**src/rtl/ddr_axi_arbiter_if.sv**
```systemverilog
// Signal bundle for ddr_axi_arbiter: two requester ports plus the AXI4 port
// toward the DDR3 controller.
interface ddr_axi_arbiter_if #(
  parameter int unsigned ADDR_W = 28,
  parameter int unsigned DATA_W = 128,
  parameter int unsigned ID_W   = 4
);
  localparam int unsigned STRB_W = DATA_W / 8;

  // requester 0 (MMU data path)
  logic              m0_valid;
  logic              m0_ready;
  logic              m0_we;
  logic [ADDR_W-1:0] m0_addr;
  logic [DATA_W-1:0] m0_wdata;
  logic [STRB_W-1:0] m0_wstrb;
  logic              m0_done;
  logic [DATA_W-1:0] m0_rdata;
  logic              m0_err;

  // requester 1 (instruction fetch / code-RAM loader)
  logic              m1_valid;
  logic              m1_ready;
  logic              m1_we;
  logic [ADDR_W-1:0] m1_addr;
  logic [DATA_W-1:0] m1_wdata;
  logic [STRB_W-1:0] m1_wstrb;
  logic              m1_done;
  logic [DATA_W-1:0] m1_rdata;
  logic              m1_err;

  // AXI4 write address / data / response
  logic [ID_W-1:0]   s_axi_awid;
  logic [ADDR_W-1:0] s_axi_awaddr;
  logic [7:0]        s_axi_awlen;
  logic [2:0]        s_axi_awsize;
  logic [1:0]        s_axi_awburst;
  logic              s_axi_awvalid;
  logic              s_axi_awready;
  logic [DATA_W-1:0] s_axi_wdata;
  logic [STRB_W-1:0] s_axi_wstrb;
  logic              s_axi_wlast;
  logic              s_axi_wvalid;
  logic              s_axi_wready;
  logic              s_axi_bready;
  logic [ID_W-1:0]   s_axi_bid;
  logic [1:0]        s_axi_bresp;
  logic              s_axi_bvalid;

  // AXI4 read address / data
  logic [ID_W-1:0]   s_axi_arid;
  logic [ADDR_W-1:0] s_axi_araddr;
  logic [7:0]        s_axi_arlen;
  logic [2:0]        s_axi_arsize;
  logic [1:0]        s_axi_arburst;
  logic              s_axi_arvalid;
  logic              s_axi_arready;
  logic              s_axi_rready;
  logic [ID_W-1:0]   s_axi_rid;
  logic [DATA_W-1:0] s_axi_rdata;
  logic [1:0]        s_axi_rresp;
  logic              s_axi_rlast;
  logic              s_axi_rvalid;

  // Arbiter view: serves both requesters and masters the AXI port.
  modport master (
    input  m0_valid, m0_we, m0_addr, m0_wdata, m0_wstrb,
    output m0_ready, m0_done, m0_rdata, m0_err,
    input  m1_valid, m1_we, m1_addr, m1_wdata, m1_wstrb,
    output m1_ready, m1_done, m1_rdata, m1_err,
    output s_axi_awid, s_axi_awaddr, s_axi_awlen, s_axi_awsize, s_axi_awburst, s_axi_awvalid,
    input  s_axi_awready,
    output s_axi_wdata, s_axi_wstrb, s_axi_wlast, s_axi_wvalid,
    input  s_axi_wready,
    output s_axi_bready,
    input  s_axi_bid, s_axi_bresp, s_axi_bvalid,
    output s_axi_arid, s_axi_araddr, s_axi_arlen, s_axi_arsize, s_axi_arburst, s_axi_arvalid,
    input  s_axi_arready,
    output s_axi_rready,
    input  s_axi_rid, s_axi_rdata, s_axi_rresp, s_axi_rlast, s_axi_rvalid
  );

  // Environment view: the requesters plus the memory controller AXI slave.
  modport slave (
    output m0_valid, m0_we, m0_addr, m0_wdata, m0_wstrb,
    input  m0_ready, m0_done, m0_rdata, m0_err,
    output m1_valid, m1_we, m1_addr, m1_wdata, m1_wstrb,
    input  m1_ready, m1_done, m1_rdata, m1_err,
    input  s_axi_awid, s_axi_awaddr, s_axi_awlen, s_axi_awsize, s_axi_awburst, s_axi_awvalid,
    output s_axi_awready,
    input  s_axi_wdata, s_axi_wstrb, s_axi_wlast, s_axi_wvalid,
    output s_axi_wready,
    input  s_axi_bready,
    output s_axi_bid, s_axi_bresp, s_axi_bvalid,
    input  s_axi_arid, s_axi_araddr, s_axi_arlen, s_axi_arsize, s_axi_arburst, s_axi_arvalid,
    output s_axi_arready,
    input  s_axi_rready,
    output s_axi_rid, s_axi_rdata, s_axi_rresp, s_axi_rlast, s_axi_rvalid
  );
endinterface

```
**src/rtl/ddr_axi_arbiter.sv**
```systemverilog
// Round-robin arbiter sharing the DDR3 controller AXI4 slave port between two
// requesters; one single-beat 128-bit read or write in flight at a time.
module ddr_axi_arbiter #(
  parameter int unsigned ADDR_W = 28,
  parameter int unsigned DATA_W = 128,
  parameter int unsigned ID_W   = 4
) (
  input  logic              clk,
  input  logic              rst,
  ddr_axi_arbiter_if.master bus
);
  localparam int unsigned STRB_W = DATA_W / 8;
  localparam int unsigned LINE_W = ADDR_W - 4;

  typedef enum logic [2:0] {IDLE, WR, BWAIT, RD, RWAIT, DONE} state_e;

  state_e              state_q, state_d;
  logic                last_grant_q, last_grant_d;
  logic                grant_q, grant_d;
  logic [LINE_W-1:0]   addr_q, addr_d;
  logic [DATA_W-1:0]   wdata_q, wdata_d;
  logic [STRB_W-1:0]   wstrb_q, wstrb_d;
  logic                awvalid_q, awvalid_d;
  logic                wvalid_q, wvalid_d;
  logic                aw_done_q, aw_done_d;
  logic                w_done_q, w_done_d;
  logic                bready_q, bready_d;
  logic                arvalid_q, arvalid_d;
  logic                rready_q, rready_d;
  logic                m0_done_q, m0_done_d;
  logic                m1_done_q, m1_done_d;
  logic                m0_err_q, m0_err_d;
  logic                m1_err_q, m1_err_d;
  logic [DATA_W-1:0]   m0_rdata_q, m0_rdata_d;
  logic [DATA_W-1:0]   m1_rdata_q, m1_rdata_d;

  logic                gnt_c;
  logic                accept_c;
  logic [ID_W-1:0]     id_c;
  logic                aw_hs_c;
  logic                w_hs_c;
  logic                fin_c;
  logic                fin_err_c;
  logic                unused_c;

  // Grant: a lone requester wins; on a tie the port that did not win last time.
  assign gnt_c    = (bus.m0_valid && bus.m1_valid) ? ~last_grant_q : bus.m1_valid;
  assign accept_c = (state_q == IDLE) && (bus.m0_valid || bus.m1_valid) && !rst;
  assign id_c     = ID_W'(grant_q);

  // Handshake to requesters is same-cycle; ready is forced low during reset.
  assign bus.m0_ready = accept_c && !gnt_c;
  assign bus.m1_ready = accept_c && gnt_c;
  assign bus.m0_done  = m0_done_q;
  assign bus.m1_done  = m1_done_q;
  assign bus.m0_err   = m0_err_q;
  assign bus.m1_err   = m1_err_q;
  assign bus.m0_rdata = m0_rdata_q;
  assign bus.m1_rdata = m1_rdata_q;

  // AXI payloads: single 16-byte INCR beat, requester index in the ID LSB.
  assign bus.s_axi_awid    = id_c;
  assign bus.s_axi_awaddr  = {addr_q, 4'b0000};
  assign bus.s_axi_awlen   = 8'd0;
  assign bus.s_axi_awsize  = 3'b100;
  assign bus.s_axi_awburst = 2'b01;
  assign bus.s_axi_awvalid = awvalid_q;
  assign bus.s_axi_wdata   = wdata_q;
  assign bus.s_axi_wstrb   = wstrb_q;
  assign bus.s_axi_wlast   = 1'b1;
  assign bus.s_axi_wvalid  = wvalid_q;
  assign bus.s_axi_bready  = bready_q;
  assign bus.s_axi_arid    = id_c;
  assign bus.s_axi_araddr  = {addr_q, 4'b0000};
  assign bus.s_axi_arlen   = 8'd0;
  assign bus.s_axi_arsize  = 3'b100;
  assign bus.s_axi_arburst = 2'b01;
  assign bus.s_axi_arvalid = arvalid_q;
  assign bus.s_axi_rready  = rready_q;

  // Sub-line address bits and the OKAY/EXOKAY distinction carry no meaning here.
  assign unused_c = ^{bus.m0_addr[3:0], bus.m1_addr[3:0],
                      bus.s_axi_bresp[0], bus.s_axi_rresp[0]};

  // Next-state and registered-output computation for the transaction sequencer.
  always_comb begin
    state_d      = state_q;
    last_grant_d = last_grant_q;
    grant_d      = grant_q;
    addr_d       = addr_q;
    wdata_d      = wdata_q;
    wstrb_d      = wstrb_q;
    awvalid_d    = awvalid_q;
    wvalid_d     = wvalid_q;
    aw_done_d    = aw_done_q;
    w_done_d     = w_done_q;
    bready_d     = bready_q;
    arvalid_d    = arvalid_q;
    rready_d     = rready_q;
    m0_done_d    = 1'b0;
    m1_done_d    = 1'b0;
    m0_err_d     = m0_err_q;
    m1_err_d     = m1_err_q;
    m0_rdata_d   = m0_rdata_q;
    m1_rdata_d   = m1_rdata_q;
    aw_hs_c      = awvalid_q && bus.s_axi_awready;
    w_hs_c       = wvalid_q && bus.s_axi_wready;
    fin_c        = 1'b0;
    fin_err_c    = 1'b0;

    case (state_q)
      IDLE: begin
        if (accept_c) begin
          grant_d   = gnt_c;
          addr_d    = gnt_c ? bus.m1_addr[ADDR_W-1:4] : bus.m0_addr[ADDR_W-1:4];
          wdata_d   = gnt_c ? bus.m1_wdata : bus.m0_wdata;
          wstrb_d   = gnt_c ? bus.m1_wstrb : bus.m0_wstrb;
          aw_done_d = 1'b0;
          w_done_d  = 1'b0;
          if (gnt_c ? bus.m1_we : bus.m0_we) begin
            awvalid_d = 1'b1;
            wvalid_d  = 1'b1;
            state_d   = WR;
          end else begin
            arvalid_d = 1'b1;
            state_d   = RD;
          end
        end
      end
      WR: begin
        if (aw_hs_c) begin
          awvalid_d = 1'b0;
          aw_done_d = 1'b1;
        end
        if (w_hs_c) begin
          wvalid_d = 1'b0;
          w_done_d = 1'b1;
        end
        if ((aw_done_q || aw_hs_c) && (w_done_q || w_hs_c)) begin
          bready_d = 1'b1;
          state_d  = BWAIT;
        end
      end
      BWAIT: begin
        if (bus.s_axi_bvalid && bready_q) begin
          bready_d  = 1'b0;
          fin_c     = 1'b1;
          fin_err_c = bus.s_axi_bresp[1] || (bus.s_axi_bid != id_c);
        end
      end
      RD: begin
        if (arvalid_q && bus.s_axi_arready) begin
          arvalid_d = 1'b0;
          rready_d  = 1'b1;
          state_d   = RWAIT;
        end
      end
      RWAIT: begin
        // non-last beats are swallowed so a malformed burst cannot wedge us
        if (bus.s_axi_rvalid && rready_q && bus.s_axi_rlast) begin
          rready_d  = 1'b0;
          fin_c     = 1'b1;
          fin_err_c = bus.s_axi_rresp[1] || (bus.s_axi_rid != id_c);
          if (grant_q) begin
            m1_rdata_d = bus.s_axi_rdata;
          end else begin
            m0_rdata_d = bus.s_axi_rdata;
          end
        end
      end
      DONE: begin
        last_grant_d = grant_q;
        state_d      = IDLE;
      end
      default: state_d = IDLE;
    endcase

    if (fin_c) begin
      state_d = DONE;
      if (grant_q) begin
        m1_done_d = 1'b1;
        m1_err_d  = fin_err_c;
      end else begin
        m0_done_d = 1'b1;
        m0_err_d  = fin_err_c;
      end
    end
  end

  // State and output registers; reset abandons any in-flight transaction.
  always_ff @(posedge clk or posedge rst) begin
    if (rst) begin
      state_q      <= IDLE;
      last_grant_q <= 1'b1;
      grant_q      <= 1'b0;
      addr_q       <= '0;
      wdata_q      <= '0;
      wstrb_q      <= '0;
      awvalid_q    <= 1'b0;
      wvalid_q     <= 1'b0;
      aw_done_q    <= 1'b0;
      w_done_q     <= 1'b0;
      bready_q     <= 1'b0;
      arvalid_q    <= 1'b0;
      rready_q     <= 1'b0;
      m0_done_q    <= 1'b0;
      m1_done_q    <= 1'b0;
      m0_err_q     <= 1'b0;
      m1_err_q     <= 1'b0;
      m0_rdata_q   <= '0;
      m1_rdata_q   <= '0;
    end else begin
      state_q      <= state_d;
      last_grant_q <= last_grant_d;
      grant_q      <= grant_d;
      addr_q       <= addr_d;
      wdata_q      <= wdata_d;
      wstrb_q      <= wstrb_d;
      awvalid_q    <= awvalid_d;
      wvalid_q     <= wvalid_d;
      aw_done_q    <= aw_done_d;
      w_done_q     <= w_done_d;
      bready_q     <= bready_d;
      arvalid_q    <= arvalid_d;
      rready_q     <= rready_d;
      m0_done_q    <= m0_done_d;
      m1_done_q    <= m1_done_d;
      m0_err_q     <= m0_err_d;
      m1_err_q     <= m1_err_d;
      m0_rdata_q   <= m0_rdata_d;
      m1_rdata_q   <= m1_rdata_d;
    end
  end
endmodule

```
**src/flat_wrapper.sv**
```systemverilog
// flat-port wrapper written by rule: the top's interface ports become plain ports
module ddr_axi_arbiter_flat 
#(
  parameter int unsigned ADDR_W = 28,
  parameter int unsigned DATA_W = 128,
  parameter int unsigned ID_W   = 4
)
  (clk, rst, bus_m0_valid, bus_m0_we, bus_m0_addr, bus_m0_wdata, bus_m0_wstrb, bus_m0_ready, bus_m0_done, bus_m0_rdata, bus_m0_err, bus_m1_valid, bus_m1_we, bus_m1_addr, bus_m1_wdata, bus_m1_wstrb, bus_m1_ready, bus_m1_done, bus_m1_rdata, bus_m1_err, bus_s_axi_awid, bus_s_axi_awaddr, bus_s_axi_awlen, bus_s_axi_awsize, bus_s_axi_awburst, bus_s_axi_awvalid, bus_s_axi_awready, bus_s_axi_wdata, bus_s_axi_wstrb, bus_s_axi_wlast, bus_s_axi_wvalid, bus_s_axi_wready, bus_s_axi_bready, bus_s_axi_bid, bus_s_axi_bresp, bus_s_axi_bvalid, bus_s_axi_arid, bus_s_axi_araddr, bus_s_axi_arlen, bus_s_axi_arsize, bus_s_axi_arburst, bus_s_axi_arvalid, bus_s_axi_arready, bus_s_axi_rready, bus_s_axi_rid, bus_s_axi_rdata, bus_s_axi_rresp, bus_s_axi_rlast, bus_s_axi_rvalid);
  ddr_axi_arbiter_if #(.ADDR_W(ADDR_W), .DATA_W(DATA_W), .ID_W(ID_W)) bus_i ();
  input  logic clk;
  input  logic rst;
  input wire logic [$bits(bus_i.m0_valid)-1:0] bus_m0_valid;
  input wire logic [$bits(bus_i.m0_we)-1:0] bus_m0_we;
  input wire logic [$bits(bus_i.m0_addr)-1:0] bus_m0_addr;
  input wire logic [$bits(bus_i.m0_wdata)-1:0] bus_m0_wdata;
  input wire logic [$bits(bus_i.m0_wstrb)-1:0] bus_m0_wstrb;
  output wire logic [$bits(bus_i.m0_ready)-1:0] bus_m0_ready;
  output wire logic [$bits(bus_i.m0_done)-1:0] bus_m0_done;
  output wire logic [$bits(bus_i.m0_rdata)-1:0] bus_m0_rdata;
  output wire logic [$bits(bus_i.m0_err)-1:0] bus_m0_err;
  input wire logic [$bits(bus_i.m1_valid)-1:0] bus_m1_valid;
  input wire logic [$bits(bus_i.m1_we)-1:0] bus_m1_we;
  input wire logic [$bits(bus_i.m1_addr)-1:0] bus_m1_addr;
  input wire logic [$bits(bus_i.m1_wdata)-1:0] bus_m1_wdata;
  input wire logic [$bits(bus_i.m1_wstrb)-1:0] bus_m1_wstrb;
  output wire logic [$bits(bus_i.m1_ready)-1:0] bus_m1_ready;
  output wire logic [$bits(bus_i.m1_done)-1:0] bus_m1_done;
  output wire logic [$bits(bus_i.m1_rdata)-1:0] bus_m1_rdata;
  output wire logic [$bits(bus_i.m1_err)-1:0] bus_m1_err;
  output wire logic [$bits(bus_i.s_axi_awid)-1:0] bus_s_axi_awid;
  output wire logic [$bits(bus_i.s_axi_awaddr)-1:0] bus_s_axi_awaddr;
  output wire logic [$bits(bus_i.s_axi_awlen)-1:0] bus_s_axi_awlen;
  output wire logic [$bits(bus_i.s_axi_awsize)-1:0] bus_s_axi_awsize;
  output wire logic [$bits(bus_i.s_axi_awburst)-1:0] bus_s_axi_awburst;
  output wire logic [$bits(bus_i.s_axi_awvalid)-1:0] bus_s_axi_awvalid;
  input wire logic [$bits(bus_i.s_axi_awready)-1:0] bus_s_axi_awready;
  output wire logic [$bits(bus_i.s_axi_wdata)-1:0] bus_s_axi_wdata;
  output wire logic [$bits(bus_i.s_axi_wstrb)-1:0] bus_s_axi_wstrb;
  output wire logic [$bits(bus_i.s_axi_wlast)-1:0] bus_s_axi_wlast;
  output wire logic [$bits(bus_i.s_axi_wvalid)-1:0] bus_s_axi_wvalid;
  input wire logic [$bits(bus_i.s_axi_wready)-1:0] bus_s_axi_wready;
  output wire logic [$bits(bus_i.s_axi_bready)-1:0] bus_s_axi_bready;
  input wire logic [$bits(bus_i.s_axi_bid)-1:0] bus_s_axi_bid;
  input wire logic [$bits(bus_i.s_axi_bresp)-1:0] bus_s_axi_bresp;
  input wire logic [$bits(bus_i.s_axi_bvalid)-1:0] bus_s_axi_bvalid;
  output wire logic [$bits(bus_i.s_axi_arid)-1:0] bus_s_axi_arid;
  output wire logic [$bits(bus_i.s_axi_araddr)-1:0] bus_s_axi_araddr;
  output wire logic [$bits(bus_i.s_axi_arlen)-1:0] bus_s_axi_arlen;
  output wire logic [$bits(bus_i.s_axi_arsize)-1:0] bus_s_axi_arsize;
  output wire logic [$bits(bus_i.s_axi_arburst)-1:0] bus_s_axi_arburst;
  output wire logic [$bits(bus_i.s_axi_arvalid)-1:0] bus_s_axi_arvalid;
  input wire logic [$bits(bus_i.s_axi_arready)-1:0] bus_s_axi_arready;
  output wire logic [$bits(bus_i.s_axi_rready)-1:0] bus_s_axi_rready;
  input wire logic [$bits(bus_i.s_axi_rid)-1:0] bus_s_axi_rid;
  input wire logic [$bits(bus_i.s_axi_rdata)-1:0] bus_s_axi_rdata;
  input wire logic [$bits(bus_i.s_axi_rresp)-1:0] bus_s_axi_rresp;
  input wire logic [$bits(bus_i.s_axi_rlast)-1:0] bus_s_axi_rlast;
  input wire logic [$bits(bus_i.s_axi_rvalid)-1:0] bus_s_axi_rvalid;
  assign bus_i.m0_valid = bus_m0_valid;
  assign bus_i.m0_we = bus_m0_we;
  assign bus_i.m0_addr = bus_m0_addr;
  assign bus_i.m0_wdata = bus_m0_wdata;
  assign bus_i.m0_wstrb = bus_m0_wstrb;
  assign bus_m0_ready = bus_i.m0_ready;
  assign bus_m0_done = bus_i.m0_done;
  assign bus_m0_rdata = bus_i.m0_rdata;
  assign bus_m0_err = bus_i.m0_err;
  assign bus_i.m1_valid = bus_m1_valid;
  assign bus_i.m1_we = bus_m1_we;
  assign bus_i.m1_addr = bus_m1_addr;
  assign bus_i.m1_wdata = bus_m1_wdata;
  assign bus_i.m1_wstrb = bus_m1_wstrb;
  assign bus_m1_ready = bus_i.m1_ready;
  assign bus_m1_done = bus_i.m1_done;
  assign bus_m1_rdata = bus_i.m1_rdata;
  assign bus_m1_err = bus_i.m1_err;
  assign bus_s_axi_awid = bus_i.s_axi_awid;
  assign bus_s_axi_awaddr = bus_i.s_axi_awaddr;
  assign bus_s_axi_awlen = bus_i.s_axi_awlen;
  assign bus_s_axi_awsize = bus_i.s_axi_awsize;
  assign bus_s_axi_awburst = bus_i.s_axi_awburst;
  assign bus_s_axi_awvalid = bus_i.s_axi_awvalid;
  assign bus_i.s_axi_awready = bus_s_axi_awready;
  assign bus_s_axi_wdata = bus_i.s_axi_wdata;
  assign bus_s_axi_wstrb = bus_i.s_axi_wstrb;
  assign bus_s_axi_wlast = bus_i.s_axi_wlast;
  assign bus_s_axi_wvalid = bus_i.s_axi_wvalid;
  assign bus_i.s_axi_wready = bus_s_axi_wready;
  assign bus_s_axi_bready = bus_i.s_axi_bready;
  assign bus_i.s_axi_bid = bus_s_axi_bid;
  assign bus_i.s_axi_bresp = bus_s_axi_bresp;
  assign bus_i.s_axi_bvalid = bus_s_axi_bvalid;
  assign bus_s_axi_arid = bus_i.s_axi_arid;
  assign bus_s_axi_araddr = bus_i.s_axi_araddr;
  assign bus_s_axi_arlen = bus_i.s_axi_arlen;
  assign bus_s_axi_arsize = bus_i.s_axi_arsize;
  assign bus_s_axi_arburst = bus_i.s_axi_arburst;
  assign bus_s_axi_arvalid = bus_i.s_axi_arvalid;
  assign bus_i.s_axi_arready = bus_s_axi_arready;
  assign bus_s_axi_rready = bus_i.s_axi_rready;
  assign bus_i.s_axi_rid = bus_s_axi_rid;
  assign bus_i.s_axi_rdata = bus_s_axi_rdata;
  assign bus_i.s_axi_rresp = bus_s_axi_rresp;
  assign bus_i.s_axi_rlast = bus_s_axi_rlast;
  assign bus_i.s_axi_rvalid = bus_s_axi_rvalid;
  ddr_axi_arbiter #(.ADDR_W(ADDR_W), .DATA_W(DATA_W), .ID_W(ID_W)) u_core (.clk(clk), .rst(rst), .bus(bus_i));
endmodule
```
**config.mk**
```make
export PLATFORM = sky130hd
export DESIGN_NAME = ddr_axi_arbiter_flat
export DESIGN_NICKNAME = d
export VERILOG_FILES = /design/src/rtl/ddr_axi_arbiter_if.sv /design/src/rtl/ddr_axi_arbiter.sv /design/src/flat_wrapper.sv
export SDC_FILE = /design/constraint.sdc
export NUM_CORES = 1
export LEC_CHECK = 0
export BUFFER_PORTS_ARGS = -buffer_cell sky130_fd_sc_hd__buf_2
export CORE_AREA = 2 2 384 386
export CTS_BUF_LIST = sky130_fd_sc_hd__clkbuf_2 sky130_fd_sc_hd__clkbuf_4 sky130_fd_sc_hd__clkbuf_8
export DETAILED_ROUTE_END_ITERATION = 10
export DIE_AREA = 0 0 386 388
export PLACE_DENSITY_LB_ADDON = 0.3
export SLEW_MARGIN = 0
export SYNTH_ARGS = -nofsm -noshare
export SYNTH_HDL_FRONTEND = slang
export SYNTH_SLANG_ARGS = --single-unit
export TNS_END_PERCENT = 30
```
**constraint.sdc**
```tcl
create_clock -name clk -period 33.6 [get_ports clk]
set_clock_uncertainty 0.2 [all_clocks]
set_input_delay 5.04 -clock clk [delete_from_list [all_inputs] [get_ports clk]]
set_output_delay 5.04 -clock clk [all_outputs]
set_load 0.005 [all_outputs]
```
=== After elaboration in Yosys (flattened, before gate mapping) ===
Cells that the tools add are included.

* Eq/ne operators: 20
* Muxes and demuxes: 42
* Bitwise operators: 2
* Reduce and logical (&&, ||, !) cells: 38

{| class="wikitable"
|+ Operators by type and width
! kind !! count
|-
| $mux 128 || 1
|-
| $mux 1 || 24
|-
| $mux 24 || 1
|-
| $pmux 1 s2 || 9
|-
| $reduce_and 3->1 || 6
|-
| $mux 16 || 1
|-
| $ne 2x1->1 const B || 8
|-
| $reduce_and 4->1 || 4
|-
| $logic_and 1x1->1 || 12
|-
| $mux 3 || 4
|-
| $pmux 3 s4 || 1
|-
| $ne 3x1->1 const B || 3
|-
| $ne 4x1->1 || 2
|-
| $reduce_bool 2->1 || 4
|-
| $eq 3x2->1 const B || 2
|-
| $eq 3x3->1 const B || 2
|-
| $reduce_and 2->1 || 3
|-
| $logic_or 1x1->1 || 5
|-
| $ne 2x2->1 const B || 2
|-
| $eq 3x1->1 const B || 1
|-
| $logic_not 3->1 || 1
|-
| $logic_not 1->1 || 2
|-
| $mux 2 || 1
|-
| $not 1->1 || 2
|-
| $reduce_or 2->1 || 1
|}

* Register bits: 440
* Input port bits: 496
* Output and inout port bits: 502
* Word-level logic and storage cells: 121

=== Longest topological paths before layout ===
* Word-level depth: 7
* Depth in mapped cells: 8
* Gate-level depth less buffers: 5

=== Least setup slack after synthesis ===
No wires, ideal clock.

* Path type: input to output
* Start point: input port bus_m1_valid
* End point: output port bus_m0_ready
* Data arrival time: 6.005 ns
* Required time: 28.360 ns
* Slack: 22.355 ns
* Cell stages on the path: 7
* Buffers on the path: 3
* Cells stage by stage: nor2_1 nor2_1 nand2_1 buf_2 buf_2 buf_2 nor2_1

* Word-level cells in the longest chain between the ends: 4
* Elaborated cells on any way between the ends: 7
* Classes of those cells: mux (1); reduce/logical (6)

{| class="wikitable"
|+ Ends and longest elaborated chain
! what !! RTL line !! RTL
|-
| from (decl) || flat_wrapper.sv:21 || <nowiki>input wire logic [$bits(bus_i.m1_valid)-1:0] bus_m1_valid;</nowiki>
|-
| $logic_and 1x1->1 / $logic_or 1x1->1 (equally long branches) || ddr_axi_arbiter.sv:47, ddr_axi_arbiter.sv:48 ||
|-
| $mux 1 / $logic_and 1x1->1 (equally long branches) || ddr_axi_arbiter.sv:47, ddr_axi_arbiter.sv:48 ||
|-
| $logic_not 1->1 / $logic_and 1x1->1 (equally long branches) || ddr_axi_arbiter.sv:52, ddr_axi_arbiter.sv:48 ||
|-
| $logic_and 1x1->1 (*) || ddr_axi_arbiter.sv:52 || <nowiki>assign bus.m0_ready = accept_c && !gnt_c;</nowiki>
|-
| to (decl) || flat_wrapper.sv:17 || <nowiki>output wire logic [$bits(bus_i.m0_ready)-1:0] bus_m0_ready;</nowiki>
|}

Every way passes the cells marked *; elsewhere a longest branch is shown, timed or not.

=== Worst setup path in the final report ===
* Start point: input port bus_m0_valid
* End point: output port bus_m0_ready

* Word-level cells in the longest chain between the ends: 4
* Elaborated cells on any way between the ends: 7
* Classes of those cells: mux (1); reduce/logical (6)

{| class="wikitable"
|+ Ends and longest elaborated chain
! what !! RTL line !! RTL
|-
| from (decl) || flat_wrapper.sv:12 || <nowiki>input wire logic [$bits(bus_i.m0_valid)-1:0] bus_m0_valid;</nowiki>
|-
| $logic_and 1x1->1 / $logic_or 1x1->1 (equally long branches) || ddr_axi_arbiter.sv:47, ddr_axi_arbiter.sv:48 ||
|-
| $mux 1 / $logic_and 1x1->1 (equally long branches) || ddr_axi_arbiter.sv:47, ddr_axi_arbiter.sv:48 ||
|-
| $logic_not 1->1 / $logic_and 1x1->1 (equally long branches) || ddr_axi_arbiter.sv:52, ddr_axi_arbiter.sv:48 ||
|-
| $logic_and 1x1->1 (*) || ddr_axi_arbiter.sv:52 ||
|}

Marks and branches as above.

==> insert_results.sql <==
INSERT INTO impl_metrics (metric_group, metric, value, unit) VALUES
('run_status', 'run_status', 'complete, no violations', ''),
('setup_path', 'rr_endpoint', 'u_core.bus.m0_rdata[11]', ''),
('setup_path', 'crit_type', 'primary input to primary output', ''),
('timing', 'hold_viol_final', '0', ''),
('die', 'initial_core_util', '13.1', '%'),
('pwr', 'power.net_switching', '290', 'uW'),
('die', 'die_h', '388', 'um'),
('clock_tree', 'clock-sinks', '440', ''),
('pwr', 'power.switching_fraction', '24.3', '%'),
('flow_run', 'max_cap_violations', '0', ''),
('final_layout', 'multiInputGateArea', '7090', 'sq um'),
('grt', 'grt_antenna_before_repair', '30', ''),
('pwr', 'clkPwrFrac', '49.4', '%'),
('routing', 'routed_wire_length_per_instance', '19.6', 'um'),
('grt', 'grt_first_pass_wirelength', '115000', 'um'),
('placed_design', 'gp_routability_congestion', '0.813', ''),
('timing', 'rsz0062_at_grt', 'false', ''),
('setup_path', 'cp-startpoint', 'bus_m0_valid', ''),
('placed_design', 'placement.io_buffers', '946', ''),
('setup_path', 'crit_path_top_delay_cell', 'sky130_fd_sc_hd__nor2_1', ''),
('clock_tree', 'clk_transition_reported_paths', '50', 'ps'),
('routing', 'drt_wl_total', '85300', 'um'),
('grt', 'grt_usage', '11.0', '%'),
('placed_design', 'detailed_place_hpwl', '69000', 'um'),
('clock_tree', 'postCtsHoldBufs', '0', ''),
('synthesis', 'ys_seq_elements', '440', ''),
('grt', 'overflow', '0', ''),
('final_layout', 'layout-drive-gt1-share', '56.0', '%'),
('clock_tree', 'postCtsResizedCells', '0', ''),
('pwr', 'power.combinational.fraction', '6.0', '%'),
('timing', 'max_slew_margin', '32.9', '%'),
('setup_path', 'timing.critical_path.slowest_cell_delay', '560', 'ps'),
('pwr', 'peakVddDrop', '0.0204', 'mV'),
('setup_path', 'critical_path.endpoint', 'bus_m0_ready', ''),
('setup_path', 'required_time_at_the_worst_slack_endpoint', '28360', 'ps'),
('clock_tree', 'cts-root-buf', 'sky130_fd_sc_hd__clkbuf_8', ''),
('timing', 'worst_pin_slew', '1010', 'ps'),
('die', 'core-area', '145000', 'sq um'),
('hold_path', 'min_path_type', 'flip-flop to flip-flop', ''),
('setup_path', 'cp_max_fo', '10', ''),
('final_layout', 'syn2layout_area_growth', '43.7', '%'),
('synthesis', 'syn_avg_cell_area', '13.3', 'sq um'),
('final_layout', 'layout_commonest_cell', 'sky130_fd_sc_hd__buf_2', ''),
('die', 'floorplan.die_area', '150000', 'sq um'),
('setup_path', 'timing.critical_path.cells', 'buf_2 -> nor2_1 -> nor2_1 -> nand2_4 -> nor2_1 -> buf_2', ''),
('final_layout', 'num-nets-final', '2860', ''),
('timing', 'post-route-period-util', '34.9', '%'),
('grt', 'via_count_of_the_first_global_routing_pass', '14700', ''),
('setup_path', 'timing.critical_path.arrival', '6470', 'ps'),
('pwr', 'ratio_of_total_power_to_cell_area', '43.7', 'nW/um^2'),
('clock_tree', 'cts.htree.levels', '3', ''),
('pwr', 'cellLeakagePower', '0.0154', 'uW'),
('setup_path', 'r2r_setup_slack', '29920', 'ps'),
('synthesis', 'yosysUniqueCellTypes', '38', ''),
('clock_tree', 'cts_tree', 'done', ''),
('timing', 'final.min_clock_period', '11710', 'ps'),
('synthesis', 'register_area_share_after_synthesis', '58.0', '%'),
('timing', 'final-setup-viol-count', '0', ''),
('routing', 'route.antenna.remaining_nets', '0', ''),
('final_layout', 'mostFrequentLayoutCells', 'sky130_fd_sc_hd__buf_2 (946), sky130_fd_sc_hd__dfrtp_1 (439), sky130_fd_sc_hd__nand2_1 (176), sky130_fd_sc_hd__o21ai_0 (170), sky130_fd_sc_hd__mux2i_1 (169)', ''),
('pwr', 'power.total', '1190', 'uW'),
('clock_tree', 'buffers_inserted_during_post_cts_setup_optimization', '0', ''),
('setup_path', 'ff2ff_path_depth', '5', ''),
('routing', 'routed-via-count', '14300', ''),
('die', 'dieWidth', '386', 'um'),
('setup_path', 'critical-path-top-cell-by-count', 'sky130_fd_sc_hd__nor2_1', ''),
('routing', 'drtPass1Iterations', '4', ''),
('clock_tree', 'tritoncts.num_buffers', '85', ''),
('synthesis', 'post_synth_inst_count', '1426', ''),
('pwr', 'power.share.sequential', '44.5', '%'),
('final_layout', 'nFillCells', '16200', '');
## worst max-delay path, delay by kind of cell
kind | cells | cell delay [ps]
buf+inv | 2 | 300
simple gates | 4 | 1110
## Yosys cell counts
cell type                  instances  share of area, %
sky130_fd_sc_hd__o221ai_1          1             0.046
sky130_fd_sc_hd__dfrtp_1         439                58
sky130_fd_sc_hd__clkbuf_1         18              0.36
sky130_fd_sc_hd__mux2_2          118               7.0
sky130_fd_sc_hd__conb_1            2             0.040
sky130_fd_sc_hd__buf_6            16              0.95
sky130_fd_sc_hd__nor3_1            1             0.026
sky130_fd_sc_hd__and3_1            1             0.033
sky130_fd_sc_hd__o31ai_1           2             0.079
sky130_fd_sc_hd__inv_1             2             0.040
sky130_fd_sc_hd__a32o_1            2              0.11
sky130_fd_sc_hd__a31oi_1           3             0.099
sky130_fd_sc_hd__and2b_1           1             0.040
sky130_fd_sc_hd__nor2b_1           1             0.033
sky130_fd_sc_hd__xor2_1            2             0.092
sky130_fd_sc_hd__nand2b_1          1             0.033
sky130_fd_sc_hd__and2_1            3             0.099
sky130_fd_sc_hd__a21oi_1           8              0.21
sky130_fd_sc_hd__nand4_1           1             0.033
sky130_fd_sc_hd__and4_1            2             0.092
sky130_fd_sc_hd__o21ai_0         170               4.5
sky130_fd_sc_hd__buf_2            41               1.1
sky130_fd_sc_hd__a21o_1            1             0.040
sky130_fd_sc_hd__a21boi_1          1             0.040
sky130_fd_sc_hd__buf_4            79               3.1
sky130_fd_sc_hd__a311o_1           1             0.053
sky130_fd_sc_hd__mux2i_1         169               8.9
sky130_fd_sc_hd__nand2_1         178               3.5
sky130_fd_sc_hd__mux2_4          120               9.5
sky130_fd_sc_hd__nand4_2           1             0.066
sky130_fd_sc_hd__or4_1             2             0.079
sky130_fd_sc_hd__o21ai_1           1             0.026
sky130_fd_sc_hd__o22ai_1           1             0.033
sky130_fd_sc_hd__mux2_1           21               1.2
sky130_fd_sc_hd__or2_2             1             0.033
sky130_fd_sc_hd__nor3_2            1             0.053
sky130_fd_sc_hd__dfstp_2           1              0.14
sky130_fd_sc_hd__nor2_1           13              0.26
## through the flow
stage / std cells / worst slack [ps] / hold slack (ps) / util (%) / cell area (sq um)
2_1_floorplan: 1465 / 16100 / 267 / - / 19100
5_1_grt: 4336 / 21650 / 284 / 18.8 / 27200
6_report: 4342 / 21890 / 269 / 18.8 / 27300
4_1_cts: 4335 / 21660 / 276 / 18.8 / 27200
3_5_place_dp: 4194 / 21670 / 264 / 17.5 / 25400
3_3_place_gp: 4194 / 21700 / 261 / 17.5 / 25400
## power by group through the flow
stage	Sequential, uW	Clock (uW)	Combinational (uW)
3_5_place_dp	540	0	74.6
6_report	530	589	71.7
2_1_floorplan	540	0	29.5
3_3_place_gp	540	0	74.1
4_1_cts	530	622	74.8
5_1_grt	530	643	80.3
## metal layers
layer  global-route usage, %  share of wire, %
met1                    13.2                41
met2                    18.8                49
met3                    3.00               7.3
met4                    3.49               2.4
met5                       0             0.081
## cells by family after synthesis
family	share of synthesized area (%)
AOI/OAI and AO/OA	5.22
xor gates and xnor gates	0.0923
buffers and inverters	5.55
DFF	58.0
muxes	26.7
other	0.0396
and+or+nand+nor	4.40
## cell type report
cell class / count / share of cell area [%]
sequential: 440 / 40.4
multi-input combinational: 869 / 26.0
timing repair buffer: 966 / 18.0
tap: 1917 / 8.80
clock buffer: 120 / 5.65
clock inverter: 21 / 1.03
antenna: 7 / 0.0643
inverter: 2 / 0.0551
## how the worst min path moves through the flow
stage                                        endpoint  cells past startpoint                        start
after floorplan                      u_core.aw_done_q                      1             u_core.aw_done_q
after global placement    u_core.bus.s_axi_wdata[112]                      2  u_core.bus.s_axi_wdata[112]
after detailed placement   u_core.bus.s_axi_wdata[45]                      2   u_core.bus.s_axi_wdata[45]
after CTS                  u_core.bus.s_axi_wdata[47]                      2   u_core.bus.s_axi_wdata[47]
after global routing       u_core.bus.s_axi_wdata[24]                      2   u_core.bus.s_axi_wdata[24]
final                     u_core.bus.s_axi_wdata[122]                      2  u_core.bus.s_axi_wdata[122]
## registers in the layout (all words and copies together), names as in the netlist, 3 cells and up
register	flops
u_core.bus.m0_rdata	128
u_core.bus.m1_rdata	128
u_core.bus.s_axi_wdata	128
u_core.addr_q	24
u_core.bus.s_axi_wstrb	16
u_core.state_q	3
No activity file was read; power rests on OpenSTA's default activity.
